<file path="src/rtl/jpeg_pkg.sv">
// Shared definitions for the JPEG quantizer/dequantizer pair: widths,
// the luminance quantisation table and the quantizer control states.
package jpeg_pkg;

  localparam int COEF_W   = 11;
  localparam int Q_W      = 8;
  localparam int OUT_W    = 8;
  localparam int DEQ_W    = 11;
  localparam int NUM_COEF = 64;
  localparam int IDX_W    = 6;

  // Element k lives at [k*Q_W +: Q_W]; the first entry below is k=63.
  localparam logic [NUM_COEF*Q_W-1:0] LUM_QTABLE = {
    8'd16,  8'd11,  8'd10,  8'd16,  8'd24,  8'd40,  8'd51,  8'd61,
    8'd12,  8'd12,  8'd14,  8'd19,  8'd26,  8'd58,  8'd60,  8'd55,
    8'd14,  8'd13,  8'd16,  8'd24,  8'd40,  8'd57,  8'd69,  8'd56,
    8'd14,  8'd17,  8'd22,  8'd29,  8'd51,  8'd87,  8'd80,  8'd62,
    8'd18,  8'd22,  8'd37,  8'd56,  8'd68,  8'd109, 8'd103, 8'd77,
    8'd24,  8'd35,  8'd55,  8'd64,  8'd81,  8'd104, 8'd113, 8'd92,
    8'd49,  8'd64,  8'd78,  8'd87,  8'd103, 8'd121, 8'd120, 8'd101,
    8'd72,  8'd92,  8'd95,  8'd98,  8'd112, 8'd100, 8'd103, 8'd99
  };

  typedef enum logic [2:0] {
    IDLE   = 3'd0,
    ISSUE  = 3'd1,
    DIVIDE = 3'd2,
    STORE  = 3'd3,
    DONE   = 3'd4
  } state_t;

  function automatic logic [Q_W-1:0] qtable_entry(input logic [IDX_W-1:0] k);
    return LUM_QTABLE[k*Q_W +: Q_W];
  endfunction

endpackage

</file>
<file path="src/rtl/quant_serial_div.sv">
// Unsigned restoring divider, one quotient bit per cycle. The first bit is
// resolved on the start edge so done pulses COEF_W-1 cycles after start.
module quant_serial_div
  import jpeg_pkg::*;
(
  input  logic              Clock,
  input  logic              reset,
  input  logic              start,
  input  logic [COEF_W-1:0] dividend,
  input  logic [Q_W-1:0]    divisor,
  output logic              done,
  output logic [COEF_W-1:0] quotient
);

  localparam int CNT_W = 4;

  logic [Q_W-1:0]        rem_r;
  logic [COEF_W-1:0]     quot_r;
  logic [Q_W-1:0]        div_r;
  logic [CNT_W-1:0]      cnt_r;
  logic                  busy_r;
  logic                  done_r;
  logic [Q_W+COEF_W-1:0] step_s;

  // quot holds unconsumed dividend bits on the left, quotient bits on the right
  function automatic logic [Q_W+COEF_W-1:0] div_step(
    input logic [Q_W-1:0]    rem,
    input logic [COEF_W-1:0] quo,
    input logic [Q_W-1:0]    dvs
  );
    logic [Q_W:0] trial;
    logic [Q_W:0] diff;
    trial = {rem, quo[COEF_W-1]};
    diff  = trial - {1'b0, dvs};
    if (trial >= {1'b0, dvs}) begin
      return {diff[Q_W-1:0], quo[COEF_W-2:0], 1'b1};
    end else begin
      return {trial[Q_W-1:0], quo[COEF_W-2:0], 1'b0};
    end
  endfunction

  // One restoring step, seeded from the inputs on start
  always_comb begin
    step_s = '0;
    if (start) begin
      step_s = div_step({Q_W{1'b0}}, dividend, divisor);
    end else begin
      step_s = div_step(rem_r, quot_r, div_r);
    end
  end

  // Iteration registers and done pulse
  always_ff @(posedge Clock or posedge reset) begin
    if (reset) begin
      rem_r  <= '0;
      quot_r <= '0;
      div_r  <= '0;
      cnt_r  <= '0;
      busy_r <= 1'b0;
      done_r <= 1'b0;
    end else if (start) begin
      {rem_r, quot_r} <= step_s;
      div_r  <= divisor;
      cnt_r  <= 4'd1;
      busy_r <= 1'b1;
      done_r <= 1'b0;
    end else if (busy_r) begin
      {rem_r, quot_r} <= step_s;
      if (cnt_r == CNT_W'(COEF_W - 1)) begin
        busy_r <= 1'b0;
        done_r <= 1'b1;
      end else begin
        cnt_r  <= cnt_r + 4'd1;
        done_r <= 1'b0;
      end
    end else begin
      done_r <= 1'b0;
    end
  end

  assign done     = done_r;
  assign quotient = quot_r;

endmodule

</file>
<file path="src/rtl/jpeg_quantizer.sv">
// Forward JPEG quantizer: divides a latched 8x8 block by the luminance table
// one element at a time, rounding half away from zero, saturating to 8 bits.
module jpeg_quantizer
  import jpeg_pkg::*;
(
  input  logic                       Clock,
  input  logic                       reset,
  input  logic                       Enable,
  input  logic [NUM_COEF*COEF_W-1:0] A,
  output logic [NUM_COEF*OUT_W-1:0]  C,
  output logic                       done
);

  localparam logic [IDX_W-1:0] LAST_K = 6'd63;

  state_t                     state_r;
  state_t                     state_s;
  logic [IDX_W-1:0]           k_r;
  logic [NUM_COEF*COEF_W-1:0] a_r;
  logic [NUM_COEF*OUT_W-1:0]  buf_r;
  logic                       div_start_s;
  logic                       div_done_s;
  logic [COEF_W-1:0]          div_quot_s;
  logic [COEF_W-1:0]          coef_s;
  logic [COEF_W-1:0]          mag_s;
  logic [COEF_W-1:0]          m_s;
  logic [Q_W-1:0]             q_s;
  logic [OUT_W-1:0]           result_s;

  quant_serial_div u_div (
    .Clock    (Clock),
    .reset    (reset),
    .start    (div_start_s),
    .dividend (m_s),
    .divisor  (q_s),
    .done     (div_done_s),
    .quotient (div_quot_s)
  );

  // Rounded dividend: |a| + Q/2 (|-1024| still fits unsigned 11 bits)
  always_comb begin
    coef_s = a_r[k_r*COEF_W +: COEF_W];
    q_s    = qtable_entry(k_r);
    if (coef_s[COEF_W-1]) begin
      mag_s = ~coef_s + 11'd1;
    end else begin
      mag_s = coef_s;
    end
    m_s = mag_s + {{(COEF_W-Q_W+1){1'b0}}, q_s[Q_W-1:1]};
  end

  // Restore sign and saturate to the output range
  always_comb begin
    result_s = '0;
    if (coef_s[COEF_W-1]) begin
      if (div_quot_s > 11'd128) begin
        result_s = 8'h80;
      end else begin
        result_s = ~div_quot_s[OUT_W-1:0] + 8'd1;
      end
    end else begin
      if (div_quot_s > 11'd127) begin
        result_s = 8'h7F;
      end else begin
        result_s = div_quot_s[OUT_W-1:0];
      end
    end
  end

  // Control state register
  always_ff @(posedge Clock or posedge reset) begin
    if (reset) begin
      state_r <= IDLE;
    end else begin
      state_r <= state_s;
    end
  end

  // Next state and divider start; Enable low anywhere returns to IDLE
  always_comb begin
    state_s     = state_r;
    div_start_s = 1'b0;
    case (state_r)
      IDLE: begin
        if (Enable) state_s = ISSUE;
        else        state_s = IDLE;
      end
      ISSUE: begin
        if (!Enable) begin
          state_s = IDLE;
        end else begin
          div_start_s = 1'b1;
          state_s     = DIVIDE;
        end
      end
      DIVIDE: begin
        if (!Enable)         state_s = IDLE;
        else if (div_done_s) state_s = STORE;
        else                 state_s = DIVIDE;
      end
      STORE: begin
        if (!Enable)             state_s = IDLE;
        else if (k_r == LAST_K)  state_s = DONE;
        else                     state_s = ISSUE;
      end
      DONE: begin
        if (!Enable) state_s = IDLE;
        else         state_s = DONE;
      end
      default: state_s = IDLE;
    endcase
  end

  // Block latch, element index, result buffer and outputs
  always_ff @(posedge Clock or posedge reset) begin
    if (reset) begin
      a_r   <= '0;
      k_r   <= '0;
      buf_r <= '0;
      C     <= '0;
      done  <= 1'b0;
    end else begin
      case (state_r)
        IDLE: begin
          if (Enable) begin
            a_r <= A;
            k_r <= '0;
          end
        end
        STORE: begin
          if (Enable) begin
            buf_r[k_r*OUT_W +: OUT_W] <= result_s;
            if (k_r == LAST_K) begin
              // Last element goes straight to C alongside the buffered 63
              C    <= {result_s, buf_r[(NUM_COEF-1)*OUT_W-1:0]};
              done <= 1'b1;
            end else begin
              k_r <= k_r + 6'd1;
            end
          end
        end
        DONE: begin
          if (!Enable) done <= 1'b0;
        end
        default: begin
        end
      endcase
    end
  end

endmodule

</file>
<file path="config.mk">
export PLATFORM = sky130hd
export DESIGN_NAME = jpeg_quantizer
export DESIGN_NICKNAME = d
export VERILOG_FILES = /design/src/rtl/jpeg_pkg.sv /design/src/rtl/quant_serial_div.sv /design/src/rtl/jpeg_quantizer.sv
export SDC_FILE = /design/constraint.sdc
export NUM_CORES = 2
export LEC_CHECK = 0
export ABC_AREA = 1
export CORE_AREA = 4 4 477 479
export DETAILED_ROUTE_END_ITERATION = 12
export DIE_AREA = 0 0 481 483
export MAX_ROUTING_LAYER = met4
export PLACE_DENSITY_LB_ADDON = 0.1
export SYNTH_ARGS = -nofsm -noshare
export SYNTH_HDL_FRONTEND = slang
export SYNTH_SLANG_ARGS = --single-unit
export TNS_END_PERCENT = 100
</file>
<file path="constraint.sdc">
create_clock -name Clock -period 58.3 [get_ports Clock]
set_input_delay 11.66 -clock Clock [delete_from_list [all_inputs] [get_ports Clock]]
set_output_delay 11.66 -clock Clock [all_outputs]
set_load 0.02 [all_outputs]
</file>
==> impl_metrics.py <==
metrics = {
    "finish": {
        "fin_cells": 12910,
        "nNetsFinal": 10443,
        "area_growth_pct": 28.1,
        "utilization": 0.438,
        "layout-drive-gt1-share": 0.0856,
        "post-route-cell-area_mm2": 0.0980,
    },
    "global_routing": {
        "antenna_found_initial": 70,
        "grtUsageTotal": 0.273,
        "grt.overflow.total": 0,
        "grt_pass1_wl_mm": 453,
        "grt_start_max_net_pins": 248,
        "first_global_vias": 63286,
    },
    "floorplanning": {
        "die_w_um": 481,
        "die_area_mm2": 0.232,
        "start_util": 0.342,
        "io_pins": 1220,
        "core_mm2": 0.224,
        "die_h_um": 483,
        "rows": 174,
    },
    "placement": {
        "dp_hpwl_mm": 235,
        "placed_area_mm2": 0.0911,
        "dp.cells": 12498,
        "io_buffers": 1219,
        "routabilityCongestion": 0.869,
        "dp_slack_ns": 40.40,
    },
    "drt": {
        "vias_per_cell": 4.92,
        "first_pass_iters": 6,
        "detail_route.wl_per_cell_um": 24.4,
        "vias": 63580,
        "remaining_drc_errors": 0,
        "wirelength_mm": 315,
        "postRouteAntennaNets": 0,
        "drtIter0Drc": 5356,
    },
    "worst_setup_path": {
        "endpoint_kind": "asynchronous set/reset pin",
        "worstReg2RegEnd": "u_div.rem_r[0]$_DFFE_PP0P_",
        "crit_type": "in2async",
        "critPathCapture": "a_r[123]$_DFFE_PP0P_",
        "startpoint": "reset",
        "worst-endpoint-required_ns": 59.17,
        "r2r_start": "k_r[0]$_DFFE_PP0P_",
        "crit_arrival_ns": 17.65,
        "ff2ff_path_depth": 39,
        "start_kind": "input port",
        "cp_max_fo": 150,
        "reg2reg_slack_ns": 50.57,
    },
    "synth": {
        "syn-num-nets": 9424,
        "synth_edf_count": 0,
        "synth.most_common_cell": "nand2_1",
        "synth_compound_area_frac": 0.104,
        "ys_types": 53,
        "syn-instance-count": 8685,
        "synth_fa_ha_area_frac": 0.00543,
        "synth_top_area_share": 0.576,
        "ys_seq_area_frac": 0.576,
        "synthSimpleGateAreaFrac": 0.188,
        "postSynth.asyncResetShare": 1.00,
        "synth_top_cell_by_area": "dfrtp_1",
        "postSynthAreaPerCell_um2": 8.81,
        "ys_seq_elements": 1762,
        "synthTopCellsByArea": "dfrtp_1 (58%), nand2_1 (14%), o21ai_0 (7.1%)",
        "synth-warning-count": 0,
        "ys.flop_type": "dfrtp_1",
        "syn_area_mm2": 0.0765,
        "muxShareOfSynthArea": 0.0486,
        "synth_top_family_by_area": "simple AND/OR/NAND/NOR gates",
        "synthXorXnorAreaFrac": 0.00160,
        "synth_common_cells": "nand2_1 (2775), dfrtp_1 (1762), o21ai_0 (1081), inv_1 (902), nand3_1 (341)",
    },
    "clocking": {
        "cts_num_sinks": 1762,
        "cts.path.max_buffers": 3,
        "post_cts_buffers": 0,
        "htree_levels": 4,
        "clock_latency_ns": 0.87,
        "clkTransAtPathRegs_ns": 0.05,
        "cts_resized": 0,
        "clock-root-buffer": "clkbuf_16",
        "cts-buffers-inserted": 196,
        "ctsHoldBuffers": 0,
        "cts_tree": "built",
    },
    "sta": {
        "final_hold_viol_count": 0,
        "fin_crit_sh": 0.288,
        "setup_viol": 0,
        "slew_headroom": 0.123,
        "post-route-min-period_ns": 16.78,
        "fin_tns_setup_ns": 0,
        "rsz0062_at_grt": "false",
        "fmax_mhz": 59.6,
        "worst_slack_ns": 41.52,
        "skew_ns": 0.0631,
        "worst_slew_pin_slew_ns": 1.31,
        "maxSlewViolCount": 0,
    },
    "power": {
        "power_density_mw_per_mm2": 38.0,
        "irDropWorstVdd_mv": 0.0297,
        "p_int_w": 0.00244,
        "p_leak_nw": 46.5,
        "p_seq_frac": 0.398,
        "p_switching_w": 0.00128,
        "clockPowerShare": 0.347,
        "sw_frac_of_total": 0.345,
        "p_comb_frac": 0.255,
    },
    "worst_hold_path": {
        "hp-class": "reg2reg",
    },
    "flow_run": {
        "cap_violations": 0,
    },
    "status": {
        "status": "completed",
    },
}
power by group through the flow:
stage               registers, W  clock network (W)  logic, W
finish                   0.00148            0.00129  0.000948
global route             0.00150            0.00137   0.00106
CTS                      0.00148            0.00132  0.000955
detailed placement       0.00150                  0  0.000950
global placement         0.00150                  0  0.000940
floorplan                0.00149                  0  0.000615
placed cells by master, fill, tap and decap left out, types with 16 or more instances in the layout:
cell | netlist | final
clkinv_2 | 0 | 34
diode_2 | 0 | 49
clkbuf_16 | 0 | 196
nand4_1 | 64 | 64
o21ai_1 | 144 | 144
nor2_1 | 312 | 309
mux2i_1 | 16 | 16
bufinv_16 | 0 | 16
nand3_1 | 341 | 340
clkbuf_8 | 0 | 46
nand2_1 | 2775 | 2774
nor2_4 | 14 | 17
a21oi_1 | 178 | 178
clkdlybuf4s50_1 | 0 | 1219
mux2_2 | 316 | 316
buf_4 | 33 | 77
o21ai_0 | 1081 | 1081
clkbuf_1 | 268 | 51
o211ai_1 | 84 | 84
inv_1 | 902 | 899
nor2_2 | 21 | 21
inv_2 | 45 | 44
ha_1 | 30 | 29
dfrtp_1 | 1762 | 1759
metal layers:
| metal | global-route usage | up-vias | share of wire |
|---|---|---|---|
| met1 | 0.346 | 31377 | 0.42 |
| met5 | - | - | 0 |
| met2 | 0.439 | 2042 | 0.48 |
| met4 | 0.110 | 0 | 0.044 |
| li1 | - | 29726 | - |
| met3 | 0.0431 | 435 | 0.055 |
logic make-up after synthesis:
| logic type | Yosys count |
|---|---|
| compound gates | 1529 |
| simple gates | 3581 |
| xor+xnor | 14 |
| mux | 332 |
| fa+ha+maj | 32 |
| flops | 1762 |
| buf+inv | 1435 |
area by class of cell:
type / count / area [um^2]
Clock inverter: 70 / 1020
Fill cell: 22216 / 126000
Timing Repair Buffer: 1305 / 13000
Clock buffer: 293 / 5730
Multi-Input combinational cell: 5488 / 26700
Inverter: 951 / 3590
Antenna cell: 49 / 123
Tap cell: 2992 / 3740
Sequential cell: 1762 / 44100
worst min path at each step:
stage | from | endpoint | slack (ns) | cells past startpoint
finish | a_r[113]$_DFFE_PP0P_ | a_r[113]$_DFFE_PP0P_ | 0.46 | 2
global route | a_r[148]$_DFFE_PP0P_ | a_r[148]$_DFFE_PP0P_ | 0.48 | 2
CTS | a_r[113]$_DFFE_PP0P_ | a_r[113]$_DFFE_PP0P_ | 0.47 | 2
detailed placement | a_r[28]$_DFFE_PP0P_ | a_r[28]$_DFFE_PP0P_ | 0.45 | 2
global placement | a_r[488]$_DFFE_PP0P_ | a_r[488]$_DFFE_PP0P_ | 0.45 | 2
floorplan | a_r[0]$_DFFE_PP0P_ | a_r[0]$_DFFE_PP0P_ | 0.43 | 2
flip-flops by register name, summed over array words and instances, names as in the netlist:
signal and flops:
C 512, a_r 704, buf_r 504, done 1, k_r 6, state_r 3
u_div.busy_r 1, u_div.cnt_r 4, u_div.div_r 7, u_div.done 1, u_div.quotient 11, u_div.rem_r 8
worst max-delay path, cell delays in order:
cell             delay [ns]
clkdlybuf4s50_1        0.44
clkinvlp_4             0.08
buf_4                  0.63
buf_4                  0.85
buf_4                  0.74
buf_4                  0.77
buf_4                  0.73
buf_4                  0.69
buf_12                 0.71
metrics by stage:
stage	power [W]	hold slack (ns)
global placement	0.00244	0.448
floorplan	0.00211	0.434
detailed placement	0.00245	0.452
global route	0.00393	0.479
finish	0.00372	0.462
CTS	0.00376	0.466
Power figures use the tool's default switching activity.
